$ cat src/rtl/icache_prefetch_unit_pkg.sv
// Shared fetch-address definitions for the instruction prefetch path.
// FETCH_ADDR_W / RESET_VECTOR are also consumed by the CPU core so both agree
// on the boot fetch address. pf_state_e encodes {req_active, abort} directly.
package icache_prefetch_unit_pkg;

    localparam int                      FETCH_ADDR_W = 20;
    localparam logic [FETCH_ADDR_W-1:0] RESET_VECTOR = 20'hFFFF0;

    // bit1 = request outstanding, bit0 = outstanding data will be discarded
    typedef enum logic [1:0] {
        PF_IDLE  = 2'b00,
        PF_REQ   = 2'b10,
        PF_ABORT = 2'b11
    } pf_state_e;

    // Start of the following 16-bit word; wraps from the top of memory to 0.
    function automatic logic [FETCH_ADDR_W-1:0] next_word_addr(
        input logic [FETCH_ADDR_W-1:0] a
    );
        logic [FETCH_ADDR_W-2:0] w;
        w = a[FETCH_ADDR_W-1:1] + {{(FETCH_ADDR_W-2){1'b0}}, 1'b1};
        return {w, 1'b0};
    endfunction

endpackage

$ cat src/rtl/icache_prefetch_unit_fifo.sv
// prefetch_byte_fifo: DEPTH-entry byte ring buffer.
// Ports:
//   clk, reset      clock, async active-high reset
//   clr             synchronous clear of pointers and count (wins over push/pop)
//   push_n          bytes to push this cycle (0, 1 or 2)
//   push_data       push_data[7:0] goes first, push_data[15:8] second
//   pop             drop head byte; ignored when empty
//   head_data       head byte, 8'h00 when empty
//   count, empty    occupancy
module prefetch_byte_fifo #(
    parameter  int DEPTH = 6,
    localparam int PW    = $clog2(DEPTH),
    localparam int CW    = $clog2(DEPTH + 1)
) (
    input  logic          clk,
    input  logic          reset,
    input  logic          clr,
    input  logic [1:0]    push_n,
    input  logic [15:0]   push_data,
    input  logic          pop,
    output logic [7:0]    head_data,
    output logic [CW-1:0] count,
    output logic          empty
);

    localparam logic [PW+1:0] DEPTH_W = DEPTH[PW+1:0];

    logic [DEPTH-1:0][7:0] mem_q;
    logic [PW-1:0]         head_q, tail_q;
    logic [CW-1:0]         count_q;
    logic                  pop_eff;

    // Pointer advance by 0..2 modulo DEPTH; one subtract suffices since p+n < 2*DEPTH.
    function automatic logic [PW-1:0] wrap_add(input logic [PW-1:0] p, input logic [1:0] n);
        logic [PW+1:0] s;
        s = {2'b00, p} + {{PW{1'b0}}, n};
        if (s >= DEPTH_W) s = s - DEPTH_W;
        return s[PW-1:0];
    endfunction

    assign pop_eff = pop && (count_q != '0);

    always_ff @(posedge clk or posedge reset) begin
        if (reset) begin
            head_q  <= '0;
            tail_q  <= '0;
            count_q <= '0;
        end else if (clr) begin
            head_q  <= '0;
            tail_q  <= '0;
            count_q <= '0;
        end else begin
            if (pop_eff) head_q <= wrap_add(head_q, 2'd1);
            tail_q  <= wrap_add(tail_q, push_n);
            count_q <= count_q + CW'(push_n) - CW'(pop_eff);
        end
    end

    // Storage needs no reset: reads are masked while empty.
    always_ff @(posedge clk) begin
        if (!clr) begin
            if (push_n != 2'd0) mem_q[tail_q] <= push_data[7:0];
            if (push_n == 2'd2) mem_q[wrap_add(tail_q, 2'd1)] <= push_data[15:8];
        end
    end

    assign empty     = (count_q == '0);
    assign count     = count_q;
    assign head_data = empty ? 8'h00 : mem_q[head_q];

endmodule

$ cat src/rtl/icache_prefetch_unit.sv
// icache_prefetch_unit: requester on the I-cache fetch port. Walks a byte
// fetch address, issues word reads (hold until m_ack) and unpacks returned
// words into a byte FIFO drained by the decoder.
// Ports:
//   clk, reset        clock, async active-high reset
//   flush, new_addr   discard queued/in-flight bytes, restart at new_addr
//   m_addr, m_access  word address [19:1] (registered) and request strobe
//   m_data_in, m_ack  fetch data (low byte = even address) and completion
//   rd_en             pop head byte (ignored when empty)
//   rd_data, empty    head byte (8'h00 when empty), FIFO empty
module icache_prefetch_unit
    import icache_prefetch_unit_pkg::*;
#(
    parameter int                      DEPTH      = 6,
    parameter logic [FETCH_ADDR_W-1:0] RESET_ADDR = RESET_VECTOR
) (
    input  logic                    clk,
    input  logic                    reset,
    input  logic                    flush,
    input  logic [FETCH_ADDR_W-1:0] new_addr,
    output logic [FETCH_ADDR_W-2:0] m_addr,
    output logic                    m_access,
    input  logic [15:0]             m_data_in,
    input  logic                    m_ack,
    input  logic                    rd_en,
    output logic [7:0]              rd_data,
    output logic                    empty
);

    localparam int            CW         = $clog2(DEPTH + 1);
    localparam logic [CW-1:0] ROOM_LIMIT = CW'(DEPTH - 2);

    pf_state_e               state_q, state_d;
    logic [FETCH_ADDR_W-1:0] fetch_addr_q, fetch_addr_d;
    logic [FETCH_ADDR_W-2:0] m_addr_q, m_addr_d;
    logic [CW-1:0]           count, count_next;
    logic                    ack_v, accept, pop_eff;
    logic [1:0]              push_n;
    logic [15:0]             push_data;

    // An ack only means something while a request is outstanding.
    assign ack_v   = m_ack && (state_q != PF_IDLE);
    assign accept  = ack_v && (state_q == PF_REQ) && !flush;
    assign pop_eff = rd_en && !empty && !flush;

    // Odd fetch address: only the high byte of the word belongs to the stream.
    always_comb begin
        push_n    = 2'd0;
        push_data = m_data_in;
        if (accept) begin
            if (fetch_addr_q[0]) begin
                push_n    = 2'd1;
                push_data = {8'h00, m_data_in[15:8]};
            end else begin
                push_n    = 2'd2;
            end
        end
    end

    assign count_next = flush ? '0 : count + CW'(push_n) - CW'(pop_eff);

    always_comb begin
        state_d      = state_q;
        fetch_addr_d = fetch_addr_q;
        m_addr_d     = m_addr_q;

        if (accept) fetch_addr_d = next_word_addr(fetch_addr_q);
        if (flush)  fetch_addr_d = new_addr;

        case (state_q)
            // A request cannot be withdrawn; a flush marks its data for discard.
            PF_REQ:   if (ack_v) state_d = PF_IDLE;
                      else if (flush) state_d = PF_ABORT;
            PF_ABORT: if (ack_v) state_d = PF_IDLE;
            default:  state_d = PF_IDLE;
        endcase

        // Issue only with 2 bytes of room left after this cycle's push/pop,
        // so the eventual push can never overflow.
        if (state_d == PF_IDLE && count_next <= ROOM_LIMIT) begin
            state_d  = PF_REQ;
            m_addr_d = fetch_addr_d[FETCH_ADDR_W-1:1];
        end
    end

    always_ff @(posedge clk or posedge reset) begin
        if (reset) begin
            state_q      <= PF_IDLE;
            fetch_addr_q <= RESET_ADDR;
            m_addr_q     <= '0;
        end else begin
            state_q      <= state_d;
            fetch_addr_q <= fetch_addr_d;
            m_addr_q     <= m_addr_d;
        end
    end

    assign m_access = (state_q != PF_IDLE) && !m_ack;
    assign m_addr   = m_addr_q;

    prefetch_byte_fifo #(.DEPTH(DEPTH)) u_fifo (
        .clk       (clk),
        .reset     (reset),
        .clr       (flush),
        .push_n    (push_n),
        .push_data (push_data),
        .pop       (rd_en),
        .head_data (rd_data),
        .count     (count),
        .empty     (empty)
    );

endmodule

$ cat config.mk
export PLATFORM = sky130hd
export DESIGN_NAME = icache_prefetch_unit
export DESIGN_NICKNAME = d
export VERILOG_FILES = /design/src/rtl/icache_prefetch_unit_pkg.sv /design/src/rtl/icache_prefetch_unit_fifo.sv /design/src/rtl/icache_prefetch_unit.sv
export SDC_FILE = /design/constraint.sdc
export NUM_CORES = 1
export LEC_CHECK = 0
export BUFFER_PORTS_ARGS = -buffer_cell sky130_fd_sc_hd__buf_2
export CAP_MARGIN = 20
export CORE_MARGIN = 2
export CORE_UTILIZATION = 44
export DETAILED_ROUTE_END_ITERATION = 12
export GPL_ROUTABILITY_DRIVEN = 0
export MAX_ROUTING_LAYER = met4
export PLACE_DENSITY = 0.63
export SLEW_MARGIN = 20
export SYNTH_ARGS = -nofsm -noshare
export SYNTH_HDL_FRONTEND = slang
export SYNTH_SLANG_ARGS = --single-unit
$ cat constraint.sdc
create_clock -name clk -period 4.15 [get_ports clk]
set_input_delay 1.0375 -clock clk [delete_from_list [all_inputs] [get_ports clk]]
set_output_delay 1.0375 -clock clk [all_outputs]
set_load 0.005 [all_outputs]
Yosys cells after proc, flatten, opt, wreduce, memory -nomap -nowiden
Index checks and enable logic that the tools add are counted.

Flip-flop bits (word level): 98. Input bits: 41.

Add/subtract/negate cells: 10. Magnitude comparators: 9. Equality and inequality tests: 3. Muxes and demuxes: 33. Reductions and logical operators: 20.

Operators by type and width (count): $mux W48 (3); $bwmux W48 (2); $demux W8 S3 (2); $mux W20 (2); $mux W16 (2); $mux W8 (4); $mux W3 (10); $bmux W8 S3 (1); $add A19 B1 Y19 const B (1); $ge A4 B3 Y1 const B (3); $lt A3 B4 Y1 const B (3); $mux W2 (6); $logic_and A1 B1 Y1 (10); $sub A3 B3 Y3 const B (3); $add A3 B1 Y4 const B (2); $reduce_bool A2 Y1 (4); $eq A2 B2 Y1 const B (3); $ge A3 B1 Y1 const B (2); $sub A3 B1 Y3 (2); $add A3 B2 Y4 (1); $pmux W2 S2 (1); $add A3 B2 Y3 (1); $le A3 B3 Y1 const B (1); $logic_not A1 Y1 (3); 3 further kinds (3).

Logic depth before layout (Yosys ltp)
Depth in word-level cells: 14. Gate-level depth with buffers: 13.

Cells and area by module
A second synthesis with hierarchy kept.

Cell total of the unflattened synthesis: 512. Area total of the unflattened synthesis: 6167.2 um^2.

By module, submodules not included: prefetch_byte_fifo (instances 1, cells each 286, area each 3868.7 um^2, seq. area each 1666.6 um^2); icache_prefetch_unit (instances 1, cells each 226, area each 2298.5 um^2, seq. area each 1046.0 um^2).

Worst setup path after synthesis
Ideal clock, no wire load.

Path kind: input port to flip-flop. Start point: in flush. End point: reg m_addr_q[0] (netlist: m_addr[0]). Data arrival time: 3.802 ns. Required time: 4.025 ns. Slack: 0.223 ns. Stages: 12. Path buffers: 5. Path through: clkbuf_1 -> buf_1 -> clkbuf_1 -> clkbuf_1 -> nor2_1 -> ha_1 -> ha_1 -> xor3_1 -> a211oi_1 -> nand2b_1 -> buf_2 -> mux2_2.

Longest elaborated chain between the ends: 8. Elaborated cells on any way between the ends: 15.

RTL lines: start: declaration (RTL line icache_prefetch_unit.sv:19) `input logic flush,`; $logic_not A1 Y1; $logic_and A1 B1 Y1 (RTL line icache_prefetch_unit.sv:43) `assign accept = ack_v && (state_q == PF_REQ) && !flush;`; $mux W2 (RTL line icache_prefetch_unit.sv:50) `if (accept) begin`; $add A3 B2 Y3 (RTL line icache_prefetch_unit.sv:60) `assign count_next = flush ? '0 : count + CW'(push_n) - CW'(pop_eff);`; $sub A3 B1 Y3 (RTL line icache_prefetch_unit.sv:60); $mux W3 (RTL line icache_prefetch_unit.sv:60); $le A3 B3 Y1 (RTL line icache_prefetch_unit.sv:80) `if (state_d == PF_IDLE && count_next <= ROOM_LIMIT) begin`; $logic_and A1 B1 Y1 (RTL line icache_prefetch_unit.sv:80); end signal: assignment (RTL line icache_prefetch_unit.sv:94) `m_addr_q <= m_addr_d;`; end: declaration (RTL line icache_prefetch_unit.sv:35) `logic [FETCH_ADDR_W-2:0] m_addr_q, m_addr_d;`.

Several ways; a longest one is shown, not always the timed one. The select of a mux whose other input is x is not followed. A chain may end at the register's enable or synchronous reset.

Final worst setup path
Start point: in flush. End point: reg m_addr_q[11] (netlist: m_addr[11]).

Same word-level chain as after synthesis.

==> impl_metrics.xml <==
<?xml version="1.0" encoding="UTF-8"?>
<metrics>
  <group name="sta">
    <metric name="slew_headroom" unit="%">40.9</metric>
    <metric name="rsz0062_at_grt" unit="">false</metric>
    <metric name="slew_viol_final" unit="">0</metric>
    <metric name="clock_skew" unit="ns">0.00579</metric>
    <metric name="fmax" unit="MHz">274</metric>
    <metric name="min_period_over_period" unit="%">87.8</metric>
    <metric name="setup_violations" unit="">0</metric>
    <metric name="number_of_hold_violations_in_the_final_report" unit="">0</metric>
    <metric name="period_needed" unit="ns">3.64</metric>
    <metric name="worst-slew-pin-transition" unit="ns">0.884</metric>
    <metric name="final.setup.tns" unit="ns">0</metric>
  </group>
  <group name="floorplanning">
    <metric name="design.portCount" unit="">70</metric>
    <metric name="placement_rows" unit="">42</metric>
    <metric name="floorplan.initialDensity" unit="%">44.7</metric>
    <metric name="core_area" unit="mm^2">0.0131</metric>
    <metric name="die-height" unit="um">119</metric>
    <metric name="full_die_area" unit="mm^2">0.0143</metric>
    <metric name="overall_die_width" unit="um">119</metric>
  </group>
  <group name="place">
    <metric name="dp.cells" unit="">778</metric>
    <metric name="placedInstanceArea" unit="mm^2">0.00644</metric>
    <metric name="place.detailed.hpwl" unit="mm">9.15</metric>
    <metric name="buffer_ports.inserted" unit="">69</metric>
  </group>
  <group name="critical_path">
    <metric name="cp_data_arrival_time" unit="ns">3.89</metric>
    <metric name="cp.required" unit="ns">4.39</metric>
    <metric name="path_max_fanout" unit="">10</metric>
    <metric name="path_depth" unit="">12</metric>
    <metric name="crit_family" unit="">simple AND/OR/NAND/NOR gates</metric>
    <metric name="worstPathBufferInverterCount" unit="">3</metric>
    <metric name="worstRegToRegCells" unit="">11</metric>
    <metric name="timing.reg2reg.setup_slack" unit="ns">0.87</metric>
    <metric name="cp_cell_sequence" unit="">buf_2, and4bb_1, nand2_1, inv_1, ha_1, inv_1, fa_1, ha_1, xor3_1, a211oi_1, nor2b_1, mux2_2</metric>
    <metric name="crit_path_end_kind" unit="">flip-flop</metric>
    <metric name="critical_path.startpoint_type" unit="">input port</metric>
    <metric name="crit_slowest_cell" unit="">nor2b_1</metric>
    <metric name="slowest_delay" unit="ns">0.71</metric>
    <metric name="critPathKind" unit="">in2reg</metric>
  </group>
  <group name="clocking">
    <metric name="clk_transition_reported_paths" unit="ns">0.07</metric>
    <metric name="cts_num_sinks" unit="">98</metric>
    <metric name="cts_made_buffers" unit="">9</metric>
    <metric name="worstSkewPairLatency" unit="ns">0.35</metric>
    <metric name="clockBufferDepth" unit="">2</metric>
    <metric name="cts_setup_buffers" unit="">0</metric>
    <metric name="root_buffer" unit="">clkbuf_16</metric>
    <metric name="cts-hold-fix-buffers" unit="">0</metric>
    <metric name="tritoncts" unit="">built</metric>
    <metric name="htree_levels" unit="">3</metric>
    <metric name="cts.repair.resized" unit="">0</metric>
  </group>
  <group name="final_layout">
    <metric name="drive_gt1_share" unit="%">33.8</metric>
    <metric name="area_used_by_multi_input_combinational_logic" unit="mm^2">0.00301</metric>
    <metric name="n_antenna_cell" unit="">0</metric>
    <metric name="final-instance-count-excl-fill" unit="">794</metric>
    <metric name="post-route-cell-area" unit="mm^2">0.00672</metric>
    <metric name="area_delta_synth_final" unit="%">14.6</metric>
    <metric name="combined_flip_flop_and_latch_cell_area" unit="mm^2">0.00271</metric>
    <metric name="final.fill_count" unit="">1181</metric>
    <metric name="nets" unit="">667</metric>
  </group>
  <group name="yosys">
    <metric name="asyncSetResetFlopFracSynth" unit="%">51.0</metric>
    <metric name="register_bit_count_reported_by_yosys" unit="">98</metric>
    <metric name="synthDominantCellAreaShare" unit="%">24.6</metric>
    <metric name="synth_enable_flop_cells" unit="">48</metric>
    <metric name="synth_cell_type_count" unit="">55</metric>
    <metric name="synth_top_cells_by_area" unit="">edfxtp_1 (25%), mux2_2 (15%), dfrtp_1 (15%)</metric>
    <metric name="yosys_warnings" unit="">0</metric>
    <metric name="post-synth-top-area-cell" unit="">edfxtp_1</metric>
    <metric name="netlist_area" unit="mm^2">0.00587</metric>
    <metric name="synth_area_per_cell" unit="um^2">10.8</metric>
    <metric name="synth_seq_area_share" unit="%">46.2</metric>
    <metric name="synth.net_count" unit="">599</metric>
    <metric name="syn_inst" unit="">545</metric>
    <metric name="primary_flip_flop_cell_chosen_by_synthesis_mapping" unit="">edfxtp_1</metric>
  </group>
  <group name="global_routing">
    <metric name="first_global_vias" unit="">4458</metric>
    <metric name="grt_pass1_wl" unit="mm">22.2</metric>
    <metric name="groute.usage.overall" unit="%">20.5</metric>
    <metric name="antenna_violations_before_repair" unit="">0</metric>
    <metric name="largest_net_degree_at_the_start_of_global_routing" unit="">51</metric>
    <metric name="overflow" unit="">0</metric>
  </group>
  <group name="drt">
    <metric name="totalWireLength" unit="mm">13.5</metric>
    <metric name="dr.first_iter.drc_count" unit="">272</metric>
    <metric name="route.vias.total" unit="">4372</metric>
    <metric name="drt_pass1_iterations" unit="">5</metric>
    <metric name="wl_per_cell" unit="um">17.0</metric>
    <metric name="final_antenna_net_count" unit="">0</metric>
    <metric name="viasPerCell" unit="">5.51</metric>
    <metric name="route.detailed.drc" unit="">0</metric>
  </group>
  <group name="flow_run">
    <metric name="cap_viol_max_count" unit="">0</metric>
  </group>
  <group name="pwr">
    <metric name="power.leakage" unit="nW">2.73</metric>
    <metric name="pwr_density_cell" unit="mW/mm^2">438</metric>
    <metric name="ir_drop" unit="mV">0.298</metric>
    <metric name="total_power" unit="mW">2.95</metric>
  </group>
  <group name="status">
    <metric name="outcome" unit="">finished clean</metric>
  </group>
  <group name="min_path">
    <metric name="holdCritPathClass" unit="">reg2reg</metric>
    <metric name="min_delay_path_depth" unit="">2</metric>
  </group>
</metrics>
-- cell usage in the layout, fill, tap and decap left out, types with 3 or more instances in the layout --
master and count:
nand2_1 43, nor4_2 3, dfstp_2 16, nor2b_1 4, and3_1 3, nand3b_1 4
mux2_2 76, buf_4 13, nor3b_1 4, dfrtp_1 34, nand2b_1 4, inv_1 14
mux2i_1 10, clkbuf_16 9, a21oi_1 46, nand4_1 3, a22oi_1 9, nor2_1 74
o21ai_0 26, edfxtp_1 48, nor4_4 3, xor2_1 8, buf_2 69, nor3_1 9
xnor2_1 10, nand3_1 12, nor4_1 3, ha_1 12, mux4_2 8
-- final cells by class --
| class | count | share of cell area (%) |
|---|---|---|
| Clock buffer | 11 | 3.61 |
| Clock inverter | 5 | 0.447 |
| Sequential cell | 98 | 40.3 |
| Inverter | 17 | 0.968 |
| Tap cell | 176 | 3.28 |
| Multi-Input combinational cell | 405 | 44.8 |
| Timing Repair Buffer | 82 | 6.59 |
-- worst min-delay path: stages (launching register included) --
cell,delay [ns]
dfrtp_1,0.34
nand2_1,0.05
o31ai_1,0.05
-- where the power goes --
group	total (mW)	internal, mW	switching [mW]
clock network	0.785	0.421	0.364
registers	1.29	1.19	0.102
logic	0.875	0.447	0.427
total	2.95	2.06	0.893
-- synthesized netlist by cell type (12+ instances only) --
| master | n |
|---|---|
| a21oi_1 | 46 |
| ha_1 | 12 |
| nand3_1 | 12 |
| o21ai_0 | 26 |
| dfstp_2 | 16 |
| mux2_2 | 76 |
| nor2_1 | 74 |
| inv_1 | 16 |
| clkbuf_1 | 15 |
| edfxtp_1 | 48 |
| dfrtp_1 | 34 |
| nand2_1 | 43 |
-- flip-flops by register name, summed over array words and instances (netlist names) --
| signal | cells |
|---|---|
| u_fifo.count | 3 |
| u_fifo.mem_q | 48 |
| state_q | 2 |
| u_fifo.head_q | 3 |
| m_addr | 19 |
| u_fifo.tail_q | 3 |
| fetch_addr_q | 20 |
-- routing by layer --
metal  vias to the layer above  global-route usage [%]  share of wire, %
met5                         -                       -                 0
met4                         0                    8.68               2.3
met3                        21                    3.07               4.8
met2                       123                    35.6                51
met1                      2101                    23.7                42
li1                       2127                       -                 -
-- path summary, 6_finish.rpt --
check                            from          endpoint
max                             flush        m_addr[11]
min                         m_addr[8]         m_addr[8]
max reg2reg                state_q[0]        m_addr[11]
min reg2reg                 m_addr[8]         m_addr[8]
max in group asynchronous       reset  u_fifo.tail_q[0]
min in group asynchronous       reset  u_fifo.head_q[1]
-- cell families (layout without fill, tap and decap cells) --
group                      Yosys count  count (layout)  share of synthesized area [%]
and+or+nand+nor                    182             182                           15.7
DFF                                 98              98                           46.2
AOI/OAI and AO/OA                   95              95                           9.49
muxes                               94              94                           19.4
buffers and inverters               42             115                           2.88
xor gates and xnor gates            19              19                           3.09
adders and majority gates           15              15                           3.24
-- stage by stage --
step           util [%]  hold WS (ns)  setup slack [ns]
2_1_floorplan         -         0.473             0.223
3_3_place_gp       49.0         0.467             0.187
3_5_place_dp       49.0         0.469            0.0758
4_1_cts            51.1         0.484             0.446
5_1_grt            51.2         0.518             0.272
6_report           51.2         0.475             0.505
(Power assumes the default switching activity.)
